**src/rtl/render_scheduler.sv**
```systemverilog
// render_scheduler
//   Per-frame sequencer for the object controllers (bird, pipes, score).
//   Each frame tick runs every object through erase -> update -> draw,
//   serialising access to the shared framebuffer plotter so that only one
//   object plots at a time.
//
//   state      | meaning
//   -----------+--------------------------------------------------------
//   IDLE       | waiting for a tick (live or pending) while enabled
//   ERASE_REQ  | erase_start[idx] pulse, wait counter cleared
//   ERASE_WAIT | waiting for done[idx] or timeout
//   UPDATE     | update_en all ones for one cycle
//   DRAW_REQ   | draw_start[idx] pulse, wait counter cleared
//   DRAW_WAIT  | waiting for done[idx] or timeout
//   DONE       | frame_done pulse, frame_count advances
//
// Ports
//   clk, resetn   clock, asynchronous active-low reset
//   frame_tick    one-cycle pulse per video frame
//   enable        gates the start of new frames only
//   clear_err     synchronous clear of overrun / timeout_err
//   done          per-object completion pulse for the current job
//   erase_start   one-hot erase start pulse
//   update_en     all-ones update strobe
//   draw_start    one-hot draw start pulse
//   plot_sel      index of the object owning the plotter
//   frame_busy    high from first erase_start through DONE
//   frame_done    one-cycle pulse at frame completion
//   frame_count   completed frames, wraps at 256
//   overrun       sticky: a tick was dropped
//   timeout_err   sticky: a wait reached TIMEOUT
module render_scheduler #(
    parameter int N_OBJ   = 3,
    parameter int TIMEOUT = 1023,
    localparam int IDX_W  = (N_OBJ > 1) ? $clog2(N_OBJ) : 1,
    localparam int CNT_W  = (TIMEOUT > 1) ? $clog2(TIMEOUT) : 1
) (
    input  logic             clk,
    input  logic             resetn,
    input  logic             frame_tick,
    input  logic             enable,
    input  logic             clear_err,
    input  logic [N_OBJ-1:0] done,
    output logic [N_OBJ-1:0] erase_start,
    output logic [N_OBJ-1:0] update_en,
    output logic [N_OBJ-1:0] draw_start,
    output logic [IDX_W-1:0] plot_sel,
    output logic             frame_busy,
    output logic             frame_done,
    output logic [7:0]       frame_count,
    output logic             overrun,
    output logic             timeout_err
);

    typedef enum logic [2:0] {
        IDLE       = 3'd0,
        ERASE_REQ  = 3'd1,
        ERASE_WAIT = 3'd2,
        UPDATE     = 3'd3,
        DRAW_REQ   = 3'd4,
        DRAW_WAIT  = 3'd5,
        DONE       = 3'd6
    } state_t;

    localparam logic [IDX_W-1:0] IDX_LAST = IDX_W'(N_OBJ - 1);
    localparam logic [CNT_W-1:0] CNT_LAST = CNT_W'(TIMEOUT - 1);

    state_t           state, state_nxt;
    logic [IDX_W-1:0] idx, idx_nxt;
    logic [CNT_W-1:0] wait_cnt, wait_cnt_nxt;
    logic             pending;
    logic             timeout_evt;
    logic             wait_over;
    logic             frame_start;
    logic             tick_deferred;

    // A wait ends on the served object's done, or when the counter has run
    // out; the latter is treated as a done that never came.
    assign wait_over     = done[idx] || (wait_cnt == CNT_LAST);
    assign frame_start   = (state == IDLE) && enable && (pending || frame_tick);
    assign tick_deferred = frame_tick && ((state != IDLE) || !enable);

    always_ff @(posedge clk or negedge resetn) begin
        if (!resetn) begin
            state    <= IDLE;
            idx      <= '0;
            wait_cnt <= '0;
        end else begin
            state    <= state_nxt;
            idx      <= idx_nxt;
            wait_cnt <= wait_cnt_nxt;
        end
    end

    always_comb begin
        state_nxt    = state;
        idx_nxt      = idx;
        wait_cnt_nxt = wait_cnt;
        timeout_evt  = 1'b0;
        unique case (state)
            IDLE: begin
                if (frame_start) begin
                    idx_nxt   = '0;
                    state_nxt = ERASE_REQ;
                end
            end
            ERASE_REQ: begin
                wait_cnt_nxt = '0;
                state_nxt    = ERASE_WAIT;
            end
            ERASE_WAIT: begin
                wait_cnt_nxt = wait_cnt + 1'b1;
                if (wait_over) begin
                    timeout_evt = !done[idx];
                    if (idx == IDX_LAST) begin
                        state_nxt = UPDATE;
                    end else begin
                        idx_nxt   = idx + 1'b1;
                        state_nxt = ERASE_REQ;
                    end
                end
            end
            UPDATE: begin
                idx_nxt   = '0;
                state_nxt = DRAW_REQ;
            end
            DRAW_REQ: begin
                wait_cnt_nxt = '0;
                state_nxt    = DRAW_WAIT;
            end
            DRAW_WAIT: begin
                wait_cnt_nxt = wait_cnt + 1'b1;
                if (wait_over) begin
                    timeout_evt = !done[idx];
                    if (idx == IDX_LAST) begin
                        state_nxt = DONE;
                    end else begin
                        idx_nxt   = idx + 1'b1;
                        state_nxt = DRAW_REQ;
                    end
                end
            end
            DONE: begin
                state_nxt = IDLE;
            end
            default: begin
                state_nxt = IDLE;
            end
        endcase
    end

    // Tick bookkeeping: one tick may wait while a frame runs or while the
    // game is paused; a further one is dropped and flagged.
    always_ff @(posedge clk or negedge resetn) begin
        if (!resetn) begin
            pending <= 1'b0;
        end else if (frame_start) begin
            pending <= 1'b0;
        end else if (tick_deferred) begin
            pending <= 1'b1;
        end
    end

    // Error flags: a set in the same cycle as clear_err takes priority.
    always_ff @(posedge clk or negedge resetn) begin
        if (!resetn) begin
            overrun     <= 1'b0;
            timeout_err <= 1'b0;
        end else begin
            if (tick_deferred && pending) begin
                overrun <= 1'b1;
            end else if (clear_err) begin
                overrun <= 1'b0;
            end
            if (timeout_evt) begin
                timeout_err <= 1'b1;
            end else if (clear_err) begin
                timeout_err <= 1'b0;
            end
        end
    end

    always_ff @(posedge clk or negedge resetn) begin
        if (!resetn) begin
            frame_count <= 8'd0;
        end else if (state == DONE) begin
            frame_count <= frame_count + 8'd1;
        end
    end

    always_comb begin
        erase_start = '0;
        update_en   = '0;
        draw_start  = '0;
        plot_sel    = '0;
        frame_busy  = 1'b0;
        frame_done  = 1'b0;
        unique case (state)
            IDLE: begin
            end
            ERASE_REQ: begin
                erase_start = N_OBJ'(1) << idx;
                plot_sel    = idx;
                frame_busy  = 1'b1;
            end
            ERASE_WAIT: begin
                plot_sel   = idx;
                frame_busy = 1'b1;
            end
            UPDATE: begin
                update_en  = '1;
                frame_busy = 1'b1;
            end
            DRAW_REQ: begin
                draw_start = N_OBJ'(1) << idx;
                plot_sel   = idx;
                frame_busy = 1'b1;
            end
            DRAW_WAIT: begin
                plot_sel   = idx;
                frame_busy = 1'b1;
            end
            DONE: begin
                frame_done = 1'b1;
                frame_busy = 1'b1;
            end
            default: begin
            end
        endcase
    end

endmodule

```
**config.mk**
```make
export PLATFORM = sky130hd
export DESIGN_NAME = render_scheduler
export DESIGN_NICKNAME = d
export VERILOG_FILES = /design/src/rtl/render_scheduler.sv
export SDC_FILE = /design/constraint.sdc
export NUM_CORES = 1
export LEC_CHECK = 0
export CAP_MARGIN = 20
export CORE_AREA = 2 2 61 63
export DETAILED_ROUTE_END_ITERATION = 10
export DIE_AREA = 0 0 63 65
export PLACE_DENSITY = 0.72
export SETUP_SLACK_MARGIN = 0.5
export SLEW_MARGIN = 40
export SYNTH_ARGS = -nofsm -noshare
export SYNTH_HDL_FRONTEND = slang
export SYNTH_SLANG_ARGS = --single-unit
```
**constraint.sdc**
```tcl
create_clock -name clk -period 1.6 [get_ports clk]
set_input_delay 0.4 -clock clk [delete_from_list [all_inputs] [get_ports clk]]
set_output_delay 0.4 -clock clk [all_outputs]
set_load 0.01 [all_outputs]
```
==> results.py, run 1 <==
metrics = {
    "pwr": {
        "power.internal_w": 0.003083,
        "switching_share_pct": 39.30,
        "clock_power_share_pct": 9.4,
        "p_per_area_nw_per_um2": 1744,
        "comb_power_share_pct": 72.3,
        "p_leak_nw": 1.434,
        "ir_drop_mv": 1.097,
        "p_seq_share_pct": 18.3,
        "power.switching_w": 0.001996,
    },
    "synth": {
        "ys.flop_type": "dfrtp_1",
        "synth-edff-count": 0,
        "synth-seq-cells": 26,
        "avgSynthCellArea_um2": 9.501,
        "yosysWarnings": 0,
        "synth_most_common_cell": "dfrtp_1",
        "yosysUniqueCellTypes": 39,
        "synthCells": 155,
        "synthesis.area_um2": 1473,
        "yosysTopAreaCell": "dfrtp_1",
        "synth_common_cells": "26 x dfrtp_1, 14 x nor2_1, 13 x nand2_1, 11 x o21ai_0, 10 x and3_1",
        "ys_seq_area_share_pct": 44.18,
        "synth_nets": 169,
        "ys_async_sr_fraction_pct": 100.0,
        "synth.area.top_cells": "dfrtp_1 44%, ha_1 5.1%, xnor2_1 4.8%",
        "synth_top_area_share_pct": 44.18,
    },
    "cts": {
        "cts.htree.levels": 1,
        "cts.clk_slew.worst_paths_ps": 160,
        "cts_max_path_buffers": 2,
        "cts_tree": "yes",
        "cts_buffers": 3,
        "clock_latency_ps": 350,
        "clock-sinks": 26,
        "ctsHoldBuffers": 0,
        "clockRootBuffer": "clkbuf_4",
    },
    "global_routing": {
        "first_global_vias": 1606,
        "grt_pass1_wl_um": 7534,
        "gr-total-overflow": 0,
        "grt_max_degree": 27,
        "antenna_found_initial": 0,
        "grt_use_total_pct": 23.68,
    },
    "critical_path": {
        "startpoint": "state[1]",
        "crit_required_ps": 1860,
        "r2r_start": "state[1]",
        "r2r_setup_slack_ps": -430,
        "reg2reg_depth": 7,
        "setup.worst_path.class": "register to register",
        "cp.arrival_ps": 2280,
        "crit_path_end": "idx[0]",
        "start_kind": "register",
        "r2r_end": "idx[0]",
        "worstSetupEndpointType": "register",
        "cp_max_fo": 4,
    },
    "timing": {
        "grt_setup_unrepaired": "yes",
        "maxSlewHeadroom_pct": 69.39,
        "fin_ws_ps": -428.0,
        "finalCritPeriodShare_pct": 126.7,
        "worst_pin_slew_ps": 455.9,
        "skew_ps": 6.417,
        "fmax_mhz": 493.1,
        "hold_viol_final": 0,
        "whs_ps": 405.6,
        "setup_viol": 36,
        "tns_ps": -8867,
        "period_needed_ps": 2028,
        "drv_slew": 0,
    },
    "cells_and_area": {
        "n_antenna_cell": 0,
        "final_util_pct": 83.32,
        "fin_nets": 292,
        "drive_above_1_share_pct": 63.18,
        "area_growth_pct": 97.79,
        "fillers": 161,
    },
    "drt": {
        "via_per_inst": 5.600,
        "drtAntennaViolNets": 0,
        "drt_iter0_markers": 171,
        "via_count": 1820,
        "wirelength_um": 6353,
        "drc": 0,
        "post_drt_wl_per_cell_um": 19.55,
        "drt-pass1-iter-count": 5,
    },
    "place": {
        "portBuffers": 30,
        "place_congestion": 0.8094,
        "dp_hpwl_um": 2725,
    },
    "floorplan": {
        "ios": 31,
        "core_area_um2": 3496,
        "die_h_um": 65,
        "initial_core_util_pct": 42.13,
        "std_cell_rows": 22,
        "dieWidth_um": 63,
        "dieArea_um2": 4095,
    },
    "status": {
        "violations": "negative setup slack",
        "outcome": "finished, violations left",
    },
    "worst_hold_path": {
        "hold_class": "input port to async pin",
    },
    "run": {
        "drv_cap": 0,
    },
}
[through the flow]
stage                     cells  setup WS (ps)  power [W]  instance area (um2)
final                       325         -428.0   0.005079                 2913
after global routing        325         -452.8   0.005283                 2913
after CTS                   301         -310.3   0.004072                 2525
after detailed placement    264         -314.5   0.002933                 2125
after global placement      264         -278.0   0.002871                 2125
after floorplan             155         -124.3   0.001979                 1538
[cell families after synthesis]
logic type	count (synthesis)	synth area share, %
and+or+nand+nor	61	24.13
AOI/OAI and AO/OA	34	13.34
DFF	26	44.18
buffers and inverters	14	4.418
xor gates and xnor gates	10	5.948
adders and majority gates	6	5.098
muxes	4	2.889
[worst min-delay path by stage]
stage	startpoint	end	slack (ps)	depth (start not counted)
after floorplan	resetn	frame_count[0]	100	0
after global placement	frame_count[7]	frame_count[7]	460	1
after detailed placement	frame_count[7]	frame_count[7]	460	1
after CTS	resetn	frame_count[5]	440	2
after global routing	resetn	frame_count[6]	430	2
final	resetn	wait_cnt[4]	410	2
[state kept, by name, summed over array words and instances (netlist names)]
signal and cells:
state 3, wait_cnt 10, timeout_err 1, idx 2, overrun 1, pending 1
frame_count 8
[power groups by stage]
stage / clock, W / combinational, W / sequential (W)
finish: 0.000479 / 0.00367 / 0.000931
floorplan: 0 / 0.00101 / 0.000966
global placement: 0 / 0.00189 / 0.000979
CTS: 0.000460 / 0.00270 / 0.000910
detailed placement: 0 / 0.00194 / 0.000991
global route: 0.000510 / 0.00383 / 0.000946
[layer usage]
metal | global-route usage (%) | vias up | share of wire [%]
li1 | - | 796 | -
met5 | 0 | - | 0
met1 | 29.44 | 884 | 38
met4 | 10.28 | 0 | 3.8
met2 | 41.36 | 110 | 52
met3 | 2.951 | 30 | 6.7
[layout make-up]
type	instances	area [um2]	area share [%]
sequential	26	655.6	22.51
tap	48	60.06	2.062
clock inverter	1	30.03	1.031
multi-input combinational	115	1022	35.09
inverter	8	35.03	1.203
clock buffer	3	22.52	0.7732
timing repair buffer	124	1087	37.33
[worst max-delay path, stage by stage, from the launching register on]
cell and delay (ps):
dfrtp_2 450, buf_6 130, buf_6 110, nand3b_1 220
o21a_4 180, nor4b_4 330, nand2b_4 210, mux2_4 290
[layout by cell type, fill, tap and decap left out, types with 3 or more instances in the layout]
cell type / synthesis / routed
nor2_4: 0 / 5
buf_2: 1 / 13
nand2_1: 13 / 11
dfrtp_1: 26 / 22
buf_6: 0 / 39
dfrtp_2: 0 / 4
buf_4: 3 / 63
inv_1: 6 / 4
a21oi_2: 0 / 6
o21ai_1: 3 / 5
a31oi_1: 3 / 3
clkbuf_4: 0 / 3
nand4_1: 6 / 6
and3_1: 10 / 3
clkdlybuf4s50_1: 0 / 7
ha_1: 6 / 3
nand3_1: 5 / 5
o21ai_2: 0 / 4
o21ai_0: 11 / 5
xnor2_2: 0 / 3
nand2b_4: 0 / 3
nor2_1: 14 / 9
xnor2_1: 8 / 5
and3_4: 0 / 7
[repair_timing]
action	CTS	global route
setup buffers	33	23
resized for setup	149	42
endpoints found under the setup margin	49	49
hold endpoints to repair	0	0
cloned	0	1
pin swaps	22	23
(Power assumes the default switching activity.)
==> run 2: changes to the inputs <==
--- a/config.mk
+++ b/config.mk
@@ -7,6 +7,7 @@
 export LEC_CHECK = 0
 export CAP_MARGIN = 20
 export CORE_AREA = 2 2 61 63
+export CTS_CLUSTER_DIAMETER = 150
 export DETAILED_ROUTE_END_ITERATION = 10
 export DIE_AREA = 0 0 63 65
 export PLACE_DENSITY = 0.72
==> results of run 2 <==
The final DEF is identical to that of run 1; final timing and power are the same.
==> run 3: changes to the inputs <==
--- a/config.mk
+++ b/config.mk
@@ -11,6 +11,7 @@
 export DETAILED_ROUTE_END_ITERATION = 10
 export DIE_AREA = 0 0 63 65
 export PLACE_DENSITY = 0.72
+export REMOVE_ABC_BUFFERS = 1
 export SETUP_SLACK_MARGIN = 0.5
 export SLEW_MARGIN = 40
 export SYNTH_ARGS = -nofsm -noshare
==> run 3 against run 2 <==
- the flow still finishes with violations (negative setup slack)
- via count shrank 6.6%
- sequential power is essentially flat
- routed wire length shrank 7.7%
- total power shrank 7.7%
- critical path type unchanged
- largest power group unchanged
==> results.py, run 3 (same netlist as run 1, synthesis figures left out) <==
metrics = {
    "floorplan": {
        "ios": 31,
        "std_cell_rows": 22,
        "dieWidth_um": 63,
        "initial_core_util_pct": 42.13,
        "die_h_um": 65,
        "core_area_um2": 3496,
        "dieArea_um2": 4095,
    },
    "timing": {
        "whs_ps": 417.1,
        "period_needed_ps": 1941,
        "fmax_mhz": 515.1,
        "tns_ps": -5617,
        "skew_ps": 2.518,
        "finalCritPeriodShare_pct": 121.3,
        "grt_setup_unrepaired": "yes",
        "hold_viol_final": 0,
        "drv_slew": 0,
        "worst_pin_slew_ps": 349.6,
        "fin_ws_ps": -341.5,
        "maxSlewHeadroom_pct": 76.69,
        "setup_viol": 26,
    },
    "global_routing": {
        "grt_use_total_pct": 25.80,
        "first_global_vias": 1758,
        "grt_pass1_wl_um": 8259,
        "antenna_found_initial": 0,
        "grt_max_degree": 27,
        "gr-total-overflow": 0,
    },
    "cts": {
        "clock-sinks": 26,
        "cts_tree": "yes",
        "cts.htree.levels": 1,
        "clock_latency_ps": 350,
        "ctsHoldBuffers": 0,
        "clockRootBuffer": "clkbuf_4",
        "cts_max_path_buffers": 2,
        "cts_buffers": 3,
        "cts.clk_slew.worst_paths_ps": 160,
    },
    "critical_path": {
        "setup.worst_path.class": "register to register",
        "r2r_setup_slack_ps": -340,
        "crit_required_ps": 1850,
        "cp_max_fo": 3,
        "r2r_start": "state[2]",
        "r2r_end": "idx[0]",
        "start_kind": "register",
        "worstSetupEndpointType": "register",
        "reg2reg_depth": 7,
        "cp.arrival_ps": 2190,
    },
    "pwr": {
        "p_per_area_nw_per_um2": 1730,
        "p_leak_nw": 1.270,
        "ir_drop_mv": 1.190,
    },
    "place": {
        "portBuffers": 30,
        "place_congestion": 0.8398,
        "dp_hpwl_um": 2721,
    },
    "cells_and_area": {
        "mostFrequentLayoutCell": "buf_4",
        "regArea_um2": 654.4,
        "final_util_pct": 77.49,
        "multi_input_area_um2": 1042,
        "fin_nets": 268,
        "top_register": "wait_cnt",
        "fillers": 208,
        "area_growth_pct": 83.94,
        "mostFrequentLayoutCells": "49 x buf_4, 29 x buf_6, 23 x dfrtp_1, 13 x buf_2, 12 x nand2_1",
        "n_antenna_cell": 0,
        "reg.largest.list": "wait_cnt (10), frame_count (8), state (3)",
        "largest_reg_flops": 10,
        "drive_above_1_share_pct": 60.47,
    },
    "drt": {
        "via_per_inst": 5.648,
        "drt-pass1-iter-count": 4,
        "post_drt_wl_per_cell_um": 19.49,
        "wirelength_um": 5866,
        "drtAntennaViolNets": 0,
        "drc": 0,
        "via_count": 1700,
        "drt_iter0_markers": 172,
    },
    "run": {
        "drv_cap": 0,
    },
    "worst_hold_path": {
        "hold_class": "input port to async pin",
    },
    "status": {
        "outcome": "finished, violations left",
        "violations": "negative setup slack",
    },
}
[run 3: power by group]
group          internal [W]  switching [W]
sequential         0.000797       0.000136
clock              0.000254       0.000228
combinational       0.00173        0.00154
[run 3: cell type report]
type,count,area share [%]
repair buffers,100,31.92
clock buffers,3,0.8314
multi-input cells,115,38.48
inverters,8,1.293
flip-flops and latches,26,24.16
clock inverters,1,1.109
well taps,48,2.217
[run 3: metrics by stage]
stage	cell area, um2	total power [W]	std cells	setup WS (ps)
final	2709	0.004686	301	-341.5
after global routing	2709	0.004887	301	-361.5
after CTS	2504	0.004128	294	-251.9
after detailed placement	2061	0.002812	262	-308.1
after global placement	2061	0.002752	262	-262.0
after floorplan	1438	0.001793	149	-300.0
[run 3: routing by layer]
| layer | vias to the layer above | part of all wire [%] | wire, um | global-route usage [%] |
|---|---|---|---|---|
| met1 | 841 | 37 | 2184 | 28.68 |
| met5 | - | 0 | 0 | 0 |
| met4 | 0 | 4.1 | 241 | 10.00 |
| met2 | 82 | 55 | 3205 | 49.07 |
| met3 | 27 | 4.0 | 235 | 3.993 |
| li1 | 750 | - | - | - |
[run 3: worst max-delay path by stage]
stage | start | endpoint | slack [ps] | cells past startpoint
floorplan | state[2] | idx[0] | -300 | 5
global placement | done[1] | idx[0] | -260 | 5
detailed placement | done[1] | idx[0] | -310 | 5
CTS | state[2] | idx[0] | -250 | 7
global route | idx[0] | idx[0] | -360 | 8
finish | state[2] | idx[0] | -340 | 7
[run 3: timing repair]
action	in CTS	in global routing
resized for setup	167	32
pin swaps	24	17
setup buffers	27	7
setup endpoints to repair	49	49
cloned	1	0
[run 3: critical path: stages (launching register included)]
cell and delay, ps:
dfrtp_2 460, buf_6 130, buf_6 110, nand2b_4 140
o21a_4 200, nor4b_4 310, nand2b_4 190, mux2_4 310
